<file path="config.mk">
export PLATFORM = sky130hd
export DESIGN_NAME = sump_cmd_rx
export DESIGN_NICKNAME = d
export VERILOG_FILES = /design/src/rtl/sump_cmd_rx.sv
export SDC_FILE = /design/constraint.sdc
export NUM_CORES = 1
export LEC_CHECK = 0
export CAP_MARGIN = 10
export CORE_AREA = 2 2 99 101
export DETAILED_ROUTE_END_ITERATION = 12
export DIE_AREA = 0 0 101 103
export DONT_BUFFER_PORTS = 1
export SLEW_MARGIN = 20
export SYNTH_ARGS = -nofsm -noshare
export SYNTH_HDL_FRONTEND = slang
export SYNTH_SLANG_ARGS = --single-unit
</file>
<file path="constraint.sdc">
create_clock -name clk_i -period 3.7 [get_ports clk_i]
set_clock_uncertainty 0.15 [all_clocks]
set_input_delay 0.74 -clock clk_i [delete_from_list [all_inputs] [get_ports clk_i]]
set_output_delay 0.74 -clock clk_i [all_outputs]
set_load 0.02 [all_outputs]
</file>
<file path="src/rtl/sump_cmd_rx.sv">
// SUMP command receiver: assembles 1-byte short and 5-byte long commands into registered strobes.
// Define LOGIP_OLS_EXT_EN to decode the OLS extension opcodes; otherwise those strobes stay 0.
module sump_cmd_rx #(
    parameter int NUM_STAGES  = 4,
    parameter int TIMEOUT_CYC = 100000
) (
    input  logic        clk_i,
    input  logic        rst_in,
    input  logic        stb_i,
    input  logic [7:0]  byte_i,
    output logic        sft_rst_o,
    output logic        arm_o,
    output logic        id_o,
    output logic        xon_o,
    output logic        xoff_o,
    output logic        set_mask_o,
    output logic        set_val_o,
    output logic        set_cfg_o,
    output logic        set_div_o,
    output logic        set_cnt_o,
    output logic        set_flgs_o,
    output logic        rd_meta_o,
    output logic        fin_now_o,
    output logic        rd_inp_o,
    output logic        arm_adv_o,
    output logic        set_adv_cfg_o,
    output logic        set_adv_dat_o,
    output logic [1:0]  stg_o,
    output logic [31:0] data_o,
    output logic        busy_o,
    output logic        err_unk_o,
    output logic        err_tmo_o
);
    localparam int TMO_W = (TIMEOUT_CYC > 0) ? $clog2(TIMEOUT_CYC + 1) : 1;
    localparam logic [TMO_W-1:0] TMO_LAST = TMO_W'((TIMEOUT_CYC > 0) ? TIMEOUT_CYC - 1 : 0);

    localparam int S_SFT = 0,  S_ARM = 1,  S_ID = 2,   S_XON = 3,   S_XOFF = 4;
    localparam int S_MASK = 5, S_VAL = 6,  S_CFG = 7,  S_DIV = 8,   S_CNT = 9,  S_FLGS = 10;
    localparam int S_META = 11, S_FIN = 12, S_INP = 13, S_AADV = 14, S_ACFG = 15, S_ADAT = 16;
    localparam int S_UNK = 17, S_TMO = 18, NSTR = 19;

    typedef enum logic {IDLE, ARG} state_e;

    state_e            state_q, state_d;
    logic [7:0]        op_q, op_d;
    logic [1:0]        cnt_q, cnt_d;
    logic [23:0]       arg_q, arg_d;
    logic [TMO_W-1:0]  tmo_q, tmo_d;
    logic [31:0]       data_q, data_d;
    logic [1:0]        stg_q, stg_d;
    logic [NSTR-1:0]   str_q, str_d;

    // One-hot strobe vector for a completed command; anything unrecognised maps to S_UNK.
    function automatic logic [NSTR-1:0] decode(input logic [7:0] op);
        logic [NSTR-1:0] v;
        v = '0;
        case (op)
            8'h00: v[S_SFT]  = 1'b1;
            8'h01: v[S_ARM]  = 1'b1;
            8'h02: v[S_ID]   = 1'b1;
            8'h11: v[S_XON]  = 1'b1;
            8'h13: v[S_XOFF] = 1'b1;
            8'h80: v[S_DIV]  = 1'b1;
            8'h81: v[S_CNT]  = 1'b1;
            8'h82: v[S_FLGS] = 1'b1;
`ifdef LOGIP_OLS_EXT_EN
            8'h04: v[S_META] = 1'b1;
            8'h05: v[S_FIN]  = 1'b1;
            8'h06: v[S_INP]  = 1'b1;
            8'h0F: v[S_AADV] = 1'b1;
            8'h9E: v[S_ACFG] = 1'b1;
            8'h9F: v[S_ADAT] = 1'b1;
`endif
            default: begin
                if (op[7:4] == 4'hC && int'(op[3:2]) < NUM_STAGES) begin
                    case (op[1:0])
                        2'd0:    v[S_MASK] = 1'b1;
                        2'd1:    v[S_VAL]  = 1'b1;
                        2'd2:    v[S_CFG]  = 1'b1;
                        default: v[S_UNK]  = 1'b1;
                    endcase
                end else begin
                    v[S_UNK] = 1'b1;
                end
            end
        endcase
        return v;
    endfunction

    always_comb begin
        state_d = state_q;
        op_d    = op_q;
        cnt_d   = cnt_q;
        arg_d   = arg_q;
        tmo_d   = tmo_q;
        data_d  = data_q;
        stg_d   = stg_q;
        str_d   = '0;
        case (state_q)
            IDLE: begin
                tmo_d = '0;
                if (stb_i) begin
                    op_d = byte_i;
                    if (byte_i[7]) begin
                        cnt_d   = '0;
                        state_d = ARG;
                    end else begin
                        str_d = decode(byte_i);
                        stg_d = byte_i[3:2];
                    end
                end
            end
            ARG: begin
                if (stb_i) begin
                    tmo_d = '0;
                    if (cnt_q == 2'd3) begin
                        data_d  = {byte_i, arg_q};
                        str_d   = decode(op_q);
                        stg_d   = op_q[3:2];
                        state_d = IDLE;
                    end else begin
                        // LSB-first: shifting down leaves byte 1 in [7:0] after three bytes
                        arg_d = {byte_i, arg_q[23:8]};
                        cnt_d = cnt_q + 2'd1;
                    end
                end else if (TIMEOUT_CYC != 0) begin
                    if (tmo_q == TMO_LAST) begin
                        str_d[S_TMO] = 1'b1;
                        tmo_d        = '0;
                        state_d      = IDLE;
                    end else begin
                        tmo_d = tmo_q + TMO_W'(1);
                    end
                end
            end
            default: state_d = IDLE;
        endcase
    end

    always_ff @(posedge clk_i or negedge rst_in) begin
        if (!rst_in) begin
            state_q <= IDLE;
            op_q    <= '0;
            cnt_q   <= '0;
            arg_q   <= '0;
            tmo_q   <= '0;
            data_q  <= '0;
            stg_q   <= '0;
            str_q   <= '0;
        end else begin
            state_q <= state_d;
            op_q    <= op_d;
            cnt_q   <= cnt_d;
            arg_q   <= arg_d;
            tmo_q   <= tmo_d;
            data_q  <= data_d;
            stg_q   <= stg_d;
            str_q   <= str_d;
        end
    end

    assign sft_rst_o     = str_q[S_SFT];
    assign arm_o         = str_q[S_ARM];
    assign id_o          = str_q[S_ID];
    assign xon_o         = str_q[S_XON];
    assign xoff_o        = str_q[S_XOFF];
    assign set_mask_o    = str_q[S_MASK];
    assign set_val_o     = str_q[S_VAL];
    assign set_cfg_o     = str_q[S_CFG];
    assign set_div_o     = str_q[S_DIV];
    assign set_cnt_o     = str_q[S_CNT];
    assign set_flgs_o    = str_q[S_FLGS];
    assign rd_meta_o     = str_q[S_META];
    assign fin_now_o     = str_q[S_FIN];
    assign rd_inp_o      = str_q[S_INP];
    assign arm_adv_o     = str_q[S_AADV];
    assign set_adv_cfg_o = str_q[S_ACFG];
    assign set_adv_dat_o = str_q[S_ADAT];
    assign err_unk_o     = str_q[S_UNK];
    assign err_tmo_o     = str_q[S_TMO];
    assign stg_o         = stg_q;
    assign data_o        = data_q;
    assign busy_o        = (state_q == ARG);
endmodule
</file>
-- Word level (Yosys, flattened, before mapping)
Index checks and enable logic that the tools add are counted.
Widths: inputs -> output; s select.
- $add $sub $neg: 2
- equality and inequality tests: 28
- multiplexer cells: 58
- bitwise operators: 2
- reduce and logical (&&, ||, !) cells: 13
- operator list (kind ; number):
    $mux 18 ; 4
    $eq 8x8->1 const B ; 6
    $pmux 19 s2 ; 1
    $mux 1 ; 35
    $mux 17 ; 2
    $pmux 17 s2 ; 1
    $eq 8x5->1 const B ; 4
    $add 17x1->17 const B ; 1
    $eq 17x17->1 const B ; 1
    $eq 8x1->1 const B ; 2
    $eq 8x2->1 const B ; 2
    $logic_not 8->1 ; 2
    $mux 2 ; 8
    $reduce_or 8->1 ; 2
    $mux 3 ; 4
    $ne 2x2->1 const B ; 5
    $eq 4x4->1 const B ; 2
    $pmux 2 s2 ; 2
    $reduce_and 4->1 ; 2
    $eq 2x2->1 const B ; 3
    $reduce_and 3->1 ; 2
    $reduce_or 3->1 ; 2
    $eq 2x1->1 const B ; 2
    $logic_not 2->1 ; 2
    5 further kinds ; 6
- bits in registers: 105
- input bits: 11
- output and inout bits: 54
- logic and storage cells: 111

-- Logic depth before layout (Yosys ltp)
Gate-level depths: netlist of run 1.
- depth in word-level cells: 8
- depth in mapped cells: 8
- gate-level depth less buffers: 5

-- Worst setup path after synthesis of run 1
No wires, ideal clock.
- kind: input to register
- from: in stb_i
- to: reg data_q[10] (netlist: data_o[10])
- data arrival time: 1.560 ns
- setup slack: 1.865 ns
- stages on the path: 3
- cell sequence: nand3_1 > buf_2 > mux2_2
- cells in the longest elaborated chain, start to end: 1
- RTL lines (element ; RTL line ; source):
    start: declaration ; 9 ; input logic stb_i,
    $reduce_and 3->1 (no line) ; - ;
    end signal: assignment ; 156 ; data_q <= data_d;
    end: declaration ; 49 ; logic [31:0] data_q, data_d;
Every way passes these cells.
A chain may end at the register's enable or synchronous reset.

-- Worst setup path after layout of run 1
- from: reg tmo_q[0]
- to: reg tmo_q[12]
- cells in the longest elaborated chain, start to end: 4
- elaborated cells on any way between the ends: 5
- RTL lines (element ; RTL line ; source):
    start: declaration ; 48 ; logic [TMO_W-1:0] tmo_q, tmo_d;
    start signal: assignment ; 155 ; tmo_q <= tmo_d;
    $add 17x1->17 or $eq 17x17->1 (tied branches) ; 132, 127 ;
    $mux 17 (*) ; 127 ; if (tmo_q == TMO_LAST) begin
    $mux 17 (*) ; 114 ; if (stb_i) begin
    $pmux 17 s2 (*) ; 99 ; case (state_q)
    net tmo_d[12] ; 48 ;
The timed path passes the listed nets; every way through them passes the cells marked *.

==> results.json, run 1 <==
{
  "whs_ps": 144.7,
  "pre_cts_slack_ps": 1616,
  "power.total_mw": 3.211,
  "cpMaxStageDelayCell": "nand2b_1",
  "place_hpwl_microns": 4876,
  "r2r_end": "tmo_q[12]",
  "core-area_sq_um": 9459,
  "ctsResizeCount": 0,
  "dp_cells": 428,
  "layout_commonest_cell": "dfrtp_1",
  "n_fill_cell": 849,
  "grt_pass1_vias": 2375,
  "ir_worst_vdd_uv": 387.8,
  "drc": 0,
  "crit_fanout": 17,
  "cp_num_cells": 5,
  "grt_usage_pct": 15.56,
  "start_util_pct": 43.24,
  "yosysSeqAreaShare_pct": 60.57,
  "synth_edf_count": 0,
  "worstPathCellList": "ha_1 > and4_1 > nand4_1 > nand2b_1 > nor2_1",
  "timing.final.crit_period_ps": 2122,
  "cp_num_buf_inv": 0,
  "synth_seq_cells": 99,
  "async_flop_share_pct": 100.0,
  "syn_inst": 327,
  "synthFlopType": "dfrtp_1",
  "overflow": 0,
  "cp.arrival_ps": 2190,
  "first_pass_iters": 4,
  "grt_start_max_net_pins": 100,
  "critical_path.startpoint_type": "register",
  "drive_gt1_share_pct": 23.56,
  "ys_types": 47,
  "via_count": 2399,
  "hold_path.class": "in2async",
  "cp_slowest_stage_delay_ps": 540,
  "worst_r2r_path_depth": 5,
  "insertion_delay_ps": 360,
  "cts.sinks": 99,
  "drtIter0Drc": 116,
  "cts_hold_buf": 1,
  "avgSynthCellArea_sq_um": 12.51,
  "setup_viol_count_final": 0,
  "row_count": 36,
  "p_per_area_nw_per_um2": 732.8,
  "cts.clk_slew.worst_paths_ps": 90,
  "r2r_slack_ps": 1580,
  "postCtsSetupBuffers": 0,
  "totalWireLength_microns": 7536,
  "timing.final.crit_share_pct": 57.34,
  "syn_to_final_growth_pct": 7.127,
  "ant_nets": 0,
  "die_x_microns": 101,
  "fin_cells": 445,
  "rsz0062_at_grt": "false",
  "vias_per_cell": 5.391,
  "numCtsBuffers": 9,
  "antenna_found_initial": 0,
  "port_buffers": 0,
  "dieArea_sq_um": 10400,
  "cts-root-buf": "clkbuf_8",
  "slew_violations": 0,
  "path_delay_family": "simple AND/OR/NAND/NOR gates",
  "slew_headroom_pct": 53.84,
  "syn_area_sq_um": 4090,
  "clockBufferDepth": 2,
  "detail_route.wl_per_cell_microns": 16.93,
  "status": "finished clean",
  "final_cell_mix": "dfrtp_1 (99), mux2_2 (54), nand2_1 (38), nor2_1 (28), clkbuf_8 (9)",
  "grt_pass1_wl_microns": 12360,
  "tightest_slew_ps": 692.4,
  "worstReg2RegStart": "tmo_q[0]",
  "fp.dieH_microns": 103,
  "fin_area_sq_um": 4382,
  "p_leak_nw": 1.965,
  "endpoint_kind": "register",
  "yosys_warnings": 0,
  "finalHoldViolations": 0,
  "final_util_pct": 46.32,
  "fmax_ghz": 0.4713,
  "dpl_cell_area_sq_um": 4153,
  "n_antenna_cell": 0,
  "drv_cap": 0,
  "htreeDepth": 3,
  "top_level_ports": 65,
  "nNetsFinal": 339,
  "required_ps": 3770,
  "timing.setup.tns_ps": 0,
  "cts_tree": "done",
  "setup.worst_path.class": "reg2reg",
  "timing.final.ws_setup_ps": 1578,
  "gp_congestion": 0.8320
}
==> how the worst max path moves through the flow <==
stage | start | slack (ps) | end
global placement | stb_i | 1680 | stg_o[1]
detailed placement | tmo_q[0] | 1620 | tmo_q[8]
finish | tmo_q[0] | 1580 | tmo_q[12]
CTS | tmo_q[0] | 1590 | tmo_q[12]
global route | tmo_q[0] | 1410 | tmo_q[7]
floorplan | stb_i | 1870 | data_o[10]
==> power breakdown <==
group          total [mW]  leakage, nW  internal [mW]  switching (mW)
Combinational       0.568        0.593          0.334           0.234
Sequential           1.95         1.27           1.44           0.507
Clock               0.694        0.100          0.322           0.372
==> final cells by class <==
cell class                 instances  area (sq um)  area share (%)
sequential                        99          2477           56.54
multi-input combinational        210          1506           34.38
tap                              114         142.6           3.255
clock buffer                      10         127.6           2.913
clock inverter                     6         73.82           1.685
timing repair buffer               3         42.54          0.9709
inverter                           3         11.26          0.2570
==> routing by layer <==
metal	global-route usage, %	vias up	part of all wire (%)
met1	19.69	1219	44
met3	6.508	8	6.7
met4	5.405	0	1.3
met2	24.26	56	48
met5	0	-	0
li1	-	1116	-
==> sequential cells by signal, indices dropped and copies added, names as in the netlist <==
name and count:
data_o 32, arg_q 24, tmo_q 17, str_q 13, op_q 8, cnt_q 2, stg_o 2, busy_o 1
==> synthesized netlist by cell type (2+ instances only) <==
| cell type | number | area share [%] |
|---|---|---|
| mux2i_1 | 2 | 0.49 |
| a21oi_1 | 4 | 0.49 |
| o32ai_1 | 2 | 0.43 |
| clkbuf_2 | 2 | 0.24 |
| nand2_1 | 38 | 3.5 |
| clkbuf_1 | 2 | 0.18 |
| nand4_1 | 4 | 0.61 |
| dfrtp_1 | 99 | 61 |
| ha_1 | 2 | 0.61 |
| or4_1 | 2 | 0.37 |
| and3_1 | 2 | 0.31 |
| nand3b_1 | 2 | 0.37 |
| or3b_1 | 2 | 0.43 |
| buf_4 | 6 | 1.1 |
| nor4b_1 | 3 | 0.64 |
| xnor2_1 | 6 | 1.3 |
| and4_1 | 2 | 0.43 |
| mux2_2 | 54 | 15 |
| inv_1 | 3 | 0.28 |
| or3_1 | 5 | 0.76 |
| o21ai_0 | 7 | 0.86 |
| nor3_1 | 2 | 0.24 |
| nand2b_1 | 3 | 0.46 |
| buf_2 | 9 | 1.1 |
| nand3_1 | 8 | 0.98 |
| xor2_1 | 7 | 1.5 |
| nor2_1 | 28 | 2.6 |
| o31ai_1 | 2 | 0.37 |
==> cells by family after synthesis <==
| logic type | count (synthesis) | share of synthesized area (%) |
|---|---|---|
| AND/OR/NAND/NOR | 110 | 13.74 |
| AO/OA/AOI/OAI | 23 | 3.671 |
| flip-flops | 99 | 60.57 |
| buffers and inverters | 23 | 3.181 |
| other | 1 | 0.09168 |
| adder cells (fa/ha/maj) | 2 | 0.6117 |
| XOR/XNOR | 13 | 2.784 |
| multiplexers | 56 | 15.36 |
==> worst reg2reg max path, delay by kind of cell (launching register included) <==
kind	cells	cell delay (ps)
simple gates	4	1230
flops	1	390
fa+ha+maj	1	210
Power figures use the tool's default switching activity.
==> run 2: changes to the inputs <==
clock period = 2 ns   (was 3.7 ns; I/O delays follow)
==> run 2 against run 1 <==
Effect of this change:
- the flow now finishes with violations (negative hold slack)
- clock power up 80%
- die area unchanged
- largest power group unchanged
- sequential power up 84%
- register-to-register slack worse by 1400 ps
- count of clock-buffer cells in the layout up 1
- non-clock buffer count up 18
- critical path depth unchanged
- combinational power up 92%
- setup slack worse by 1400 ps
- flip-flop and latch count unchanged
- highest routed layer unchanged
==> results.json, run 2 (synthesis gave the netlist of run 1 again) <==
{
  "port_buffers": 0,
  "pre_cts_slack_ps": 190.4,
  "final_cell_mix": "dfrtp_1 (99), mux2_2 (54), nand2_1 (38), nor2_1 (28), dlygate4sd3_1 (12)",
  "vias_per_cell": 5.221,
  "cp.arrival_ps": 1970,
  "postCtsSetupBuffers": 0,
  "worstPathCellList": "ha_1 > and4_1 > nand2_4 > or4_4 > a21oi_2",
  "die_x_microns": 101,
  "cts-root-buf": "clkbuf_8",
  "switching_share_pct": 34.07,
  "cpMaxStageDelayCell": "or4_4",
  "overflow": 0,
  "clkPwrFrac_pct": 21.1,
  "drtIter0Drc": 121,
  "drv_cap": 0,
  "insertion_delay_ps": 380,
  "via_count": 2412,
  "cts.clk_slew.worst_paths_ps": 90,
  "clockBufferDepth": 2,
  "layout_commonest_cell": "dfrtp_1",
  "rsz0062_at_grt": "false",
  "drive_gt1_share_pct": 23.56,
  "status": "complete, but fails checks",
  "totalWireLength_microns": 7906,
  "p_per_area_nw_per_um2": 1312,
  "combPwrFrac_pct": 18.4,
  "ff_latch_area_sq_um": 2477,
  "ant_nets": 0,
  "syn_to_final_growth_pct": 10.52,
  "hold_path.class": "in2async",
  "grt_usage_pct": 16.53,
  "place_hpwl_microns": 5039,
  "timing.final.crit_period_ps": 1825,
  "timing.final.ws_setup_ps": 175.4,
  "htreeDepth": 3,
  "gp_congestion": 0.7314,
  "timing.final.crit_share_pct": 91.23,
  "top_level_ports": 65,
  "grt_start_max_net_pins": 100,
  "detail_route.wl_per_cell_microns": 17.11,
  "nNetsFinal": 357,
  "switchingPower_mw": 2.020,
  "p_leak_nw": 2.031,
  "p_seq_share_pct": 60.5,
  "dieArea_sq_um": 10400,
  "largest_register_ffs": 32,
  "row_count": 36,
  "endpoint_kind": "register",
  "multi_input_area_sq_um": 1506,
  "timing.setup.tns_ps": 0,
  "numCtsBuffers": 9,
  "setup_viol_count_final": 0,
  "crit_fanout": 4,
  "grt_pass1_vias": 2473,
  "cts.sinks": 99,
  "critical_path.startpoint_type": "register",
  "start_util_pct": 43.24,
  "antenna_found_initial": 0,
  "finalHoldViolations": 99,
  "drc": 0,
  "cts_tree": "done",
  "power.total_mw": 5.930,
  "core-area_sq_um": 9459,
  "grt_pass1_wl_microns": 12900,
  "fmax_ghz": 0.5481,
  "ir_worst_vdd_uv": 732.6,
  "first_pass_iters": 4,
  "slew_violations": 0,
  "cp_slowest_stage_delay_ps": 510,
  "whs_ps": -435.6,
  "p_int_mw": 3.909,
  "n_antenna_cell": 0,
  "required_ps": 2150,
  "fp.dieH_microns": 103,
  "setup.worst_path.class": "reg2reg",
  "n_fill_cell": 880,
  "failed_checks": "negative hold slack"
}
==> run 2: cell count changes in the layout (fill, tap and decap cells not counted) <==
cell	change
buf_12	+1
inv_6	+1
clkinv_4	-1
buf_16	-1
buf_4	+6
inv_8	-2
dlygate4sd3_1	+12
clkbuf_1	+1
==> run 2: worst max-delay path, delay by kind of cell, from the launching register on <==
kind	cells	cell delay, ps
AO/OA/AOI/OAI	1	140
adder cells (fa/ha/maj)	1	210
flip-flops	1	400
AND/OR/NAND/NOR	3	860
==> run 2: final timing paths <==
kind | depth (start not counted) | to | startpoint | slack (ps)
setup reg to reg | 5 | tmo_q[16] | tmo_q[0] | 180
hold / removal | 0 | arg_q[17] | rst_in | -440
setup / recovery | 5 | tmo_q[16] | tmo_q[0] | 180
hold reg to reg | 1 | tmo_q[0] | tmo_q[0] | 340
max in group asynchronous | 0 | data_o[0] | rst_in | 2000
min in group clk_i | 1 | data_o[25] | byte_i[1] | 20
==> run 2: cell type report <==
class / count / share of cell area (%)
well taps: 114 / 3.155
clock buffers: 11 / 2.906
multi-input cells: 210 / 33.32
inverters: 3 / 0.2491
flip-flops and latches: 99 / 54.80
repair buffers: 21 / 4.428
clock inverters: 4 / 1.135
==> run 2: what timing repair did <==
| item | 4_1_cts | 5_1_grt |
|---|---|---|
| gates resized for setup | 0 | 0 |
| hold endpoints to repair | 113 | 103 |
| hold buffers | 8 | 4 |
==> run 2: per-layer routing <==
layer  routed length [microns]  GRT usage (%)  part of all wire (%)
met5                         0              0                     0
met4                        98          5.821                   1.2
met3                       520          7.525                   6.6
met2                      3793          25.44                    48
met1                      3494          20.78                    44
==> run 2: per-stage QoR <==
stage / hold slack, ps / std cells / cell area, sq um / util, %
6_report: -435.6 / 462 / 4521 / 47.79
3_5_place_dp: -41.00 / 435 / 4218 / 44.59
5_1_grt: -466.8 / 462 / 4521 / 47.79
3_3_place_gp: -42.18 / 435 / 4218 / 44.59
2_1_floorplan: -45.59 / 332 / 4109 / -
4_1_cts: -461.1 / 458 / 4481 / 47.37
==> run 2: power by group through the flow <==
stage                     sequential [mW]  clock [mW]  combinational, mW
final                                3.59        1.25               1.09
after global routing                 3.71        1.39               1.23
after CTS                            3.61        1.31               1.10
after detailed placement             3.65           0               1.08
after global placement               3.63           0               1.05
after floorplan                      3.44           0              0.941
==> run 3: changes to the inputs <==
clock period = 2.08 ns   (was 2 ns; I/O delays follow)
==> run 3 against run 2 <==
Effect of this change:
- the flow still finishes with violations (negative hold slack)
- register-to-register slack got worse by 30 ps
- combinational power is 5% lower
- fmax decreased by 5.9%
- sequential power down 4%
- setup slack worse by 35 ps
- clock power is 6% higher
- highest routed layer unchanged
- global-route usage down 0.44 points
- count of clock-buffer cells in the layout shrank 1
- critical path type unchanged
- sequential share of layout area increased by 0.31 points
- largest power group unchanged
- hold slack better by 21 ps
==> results.json, run 3 (synthesis gave the netlist of run 1 again) <==
{
  "p_leak_nw": 2.023,
  "via_count": 2409,
  "n_fill_cell": 861,
  "path_delay_family": "simple AND/OR/NAND/NOR gates",
  "syn_to_final_growth_pct": 9.911,
  "whs_ps": -414.9,
  "grt_pass1_wl_microns": 12620,
  "power.total_mw": 5.819,
  "p_per_area_nw_per_um2": 1294,
  "grt_start_max_net_pins": 100,
  "die_x_microns": 101,
  "cp_slowest_stage_delay_ps": 520,
  "final_util_pct": 47.53,
  "antenna_found_initial": 0,
  "finalHoldViolations": 99,
  "vias_per_cell": 5.283,
  "crit_fanout": 7,
  "cp_num_cells": 5,
  "drv_cap": 0,
  "start_util_pct": 43.24,
  "cpMaxStageDelayCell": "or4_4",
  "layout_commonest_cell": "dfrtp_1",
  "worst_r2r_path_depth": 5,
  "place_hpwl_microns": 5025,
  "ctsResizeCount": 0,
  "port_buffers": 0,
  "nNetsFinal": 351,
  "first_pass_iters": 4,
  "cp.arrival_ps": 2090,
  "clockBufferDepth": 2,
  "postCtsSetupBuffers": 0,
  "cts_tree": "done",
  "rsz0062_at_grt": "false",
  "overflow": 0,
  "n_antenna_cell": 0,
  "critical_path.startpoint_type": "register",
  "r2r_slack_ps": 140,
  "drc": 0,
  "dieArea_sq_um": 10400,
  "final_cell_mix": "dfrtp_1 (99), mux2_2 (54), nand2_1 (38), nor2_1 (28), clkbuf_8 (10)",
  "hold_path.class": "in2async",
  "ant_nets": 0,
  "totalWireLength_microns": 7647,
  "cp_num_buf_inv": 0,
  "gp_congestion": 0.7568,
  "slew_violations": 0,
  "insertion_delay_ps": 370,
  "drive_gt1_share_pct": 24.27,
  "cts.clk_slew.worst_paths_ps": 90,
  "timing.final.crit_period_ps": 1939,
  "core-area_sq_um": 9459,
  "ir_worst_vdd_uv": 517.9,
  "worstPathCellList": "ha_1 > and4_1 > nand2_4 > or4_4 > a21oi_2",
  "timing.final.crit_share_pct": 93.23,
  "row_count": 36,
  "status": "complete, but fails checks",
  "largest_register_ffs": 32,
  "top_level_ports": 65,
  "failed_checks": "negative hold slack",
  "grt_usage_pct": 16.09,
  "fmax_ghz": 0.5157,
  "worstReg2RegStart": "tmo_q[0]",
  "cts.sinks": 99,
  "setup.worst_path.class": "reg2reg",
  "setup_viol_count_final": 0,
  "fp.dieH_microns": 103,
  "cts_hold_buf": 7,
  "htreeDepth": 3,
  "timing.setup.tns_ps": 0,
  "drtIter0Drc": 111,
  "numCtsBuffers": 9,
  "grt_pass1_vias": 2455,
  "r2r_end": "tmo_q[16]",
  "required_ps": 2230,
  "cts-root-buf": "clkbuf_8",
  "detail_route.wl_per_cell_microns": 16.77,
  "endpoint_kind": "register"
}
## run 3: worst register-to-register path, cell delays in order (launching register included)
cell,delay (ps)
dfrtp_1,390
ha_1,210
and4_1,400
nand2_4,70
or4_4,520
a21oi_2,140
## run 3: worst max-delay path by stage
stage	start	endpoint	slack [ps]
after global routing	tmo_q[0]	tmo_q[16]	50
final	tmo_q[0]	tmo_q[16]	140
after detailed placement	tmo_q[0]	tmo_q[16]	150
after global placement	tmo_q[0]	tmo_q[16]	200
after floorplan	tmo_q[0]	tmo_q[16]	310
after CTS	tmo_q[0]	tmo_q[16]	140
## run 3: where the power goes
part	total, mW	internal (mW)	switching, mW	leakage, nW
sequential	3.45	2.57	0.878	1.27
combinational	1.04	0.632	0.407	0.644
clock	1.33	0.699	0.635	0.108
## run 3: metal layers
metal	up-vias	GRT usage [%]	share of wire [%]	wire [microns]
li1	1134	-	-	-
met1	1215	20.34	45	3419
met2	51	24.41	47	3630
met3	9	7.458	6.3	478
met4	0	5.925	1.6	119
met5	-	0	0	0
## run 3: stage by stage
stage | worst slack (ps) | hold slack (ps) | cells | area, sq um
floorplan | 309.4 | -29.59 | 332 | 4109
global placement | 200.3 | -26.04 | 434 | 4210
detailed placement | 150.5 | -25.59 | 434 | 4210
CTS | 140.8 | -440.2 | 456 | 4496
global route | 47.72 | -451.3 | 456 | 4496
finish | 140.9 | -414.9 | 456 | 4496
## run 3: area by class of cell
class                   count  area, sq um  area share, %
clock buffers              10        137.6          3.062
clock inverters             5        77.57          1.726
inverters                   3        11.26         0.2505
multi-input cells         210         1506          33.51
flip-flops and latches     99         2477          55.11
well taps                 114        142.6          3.173
repair buffers             15        142.6          3.173
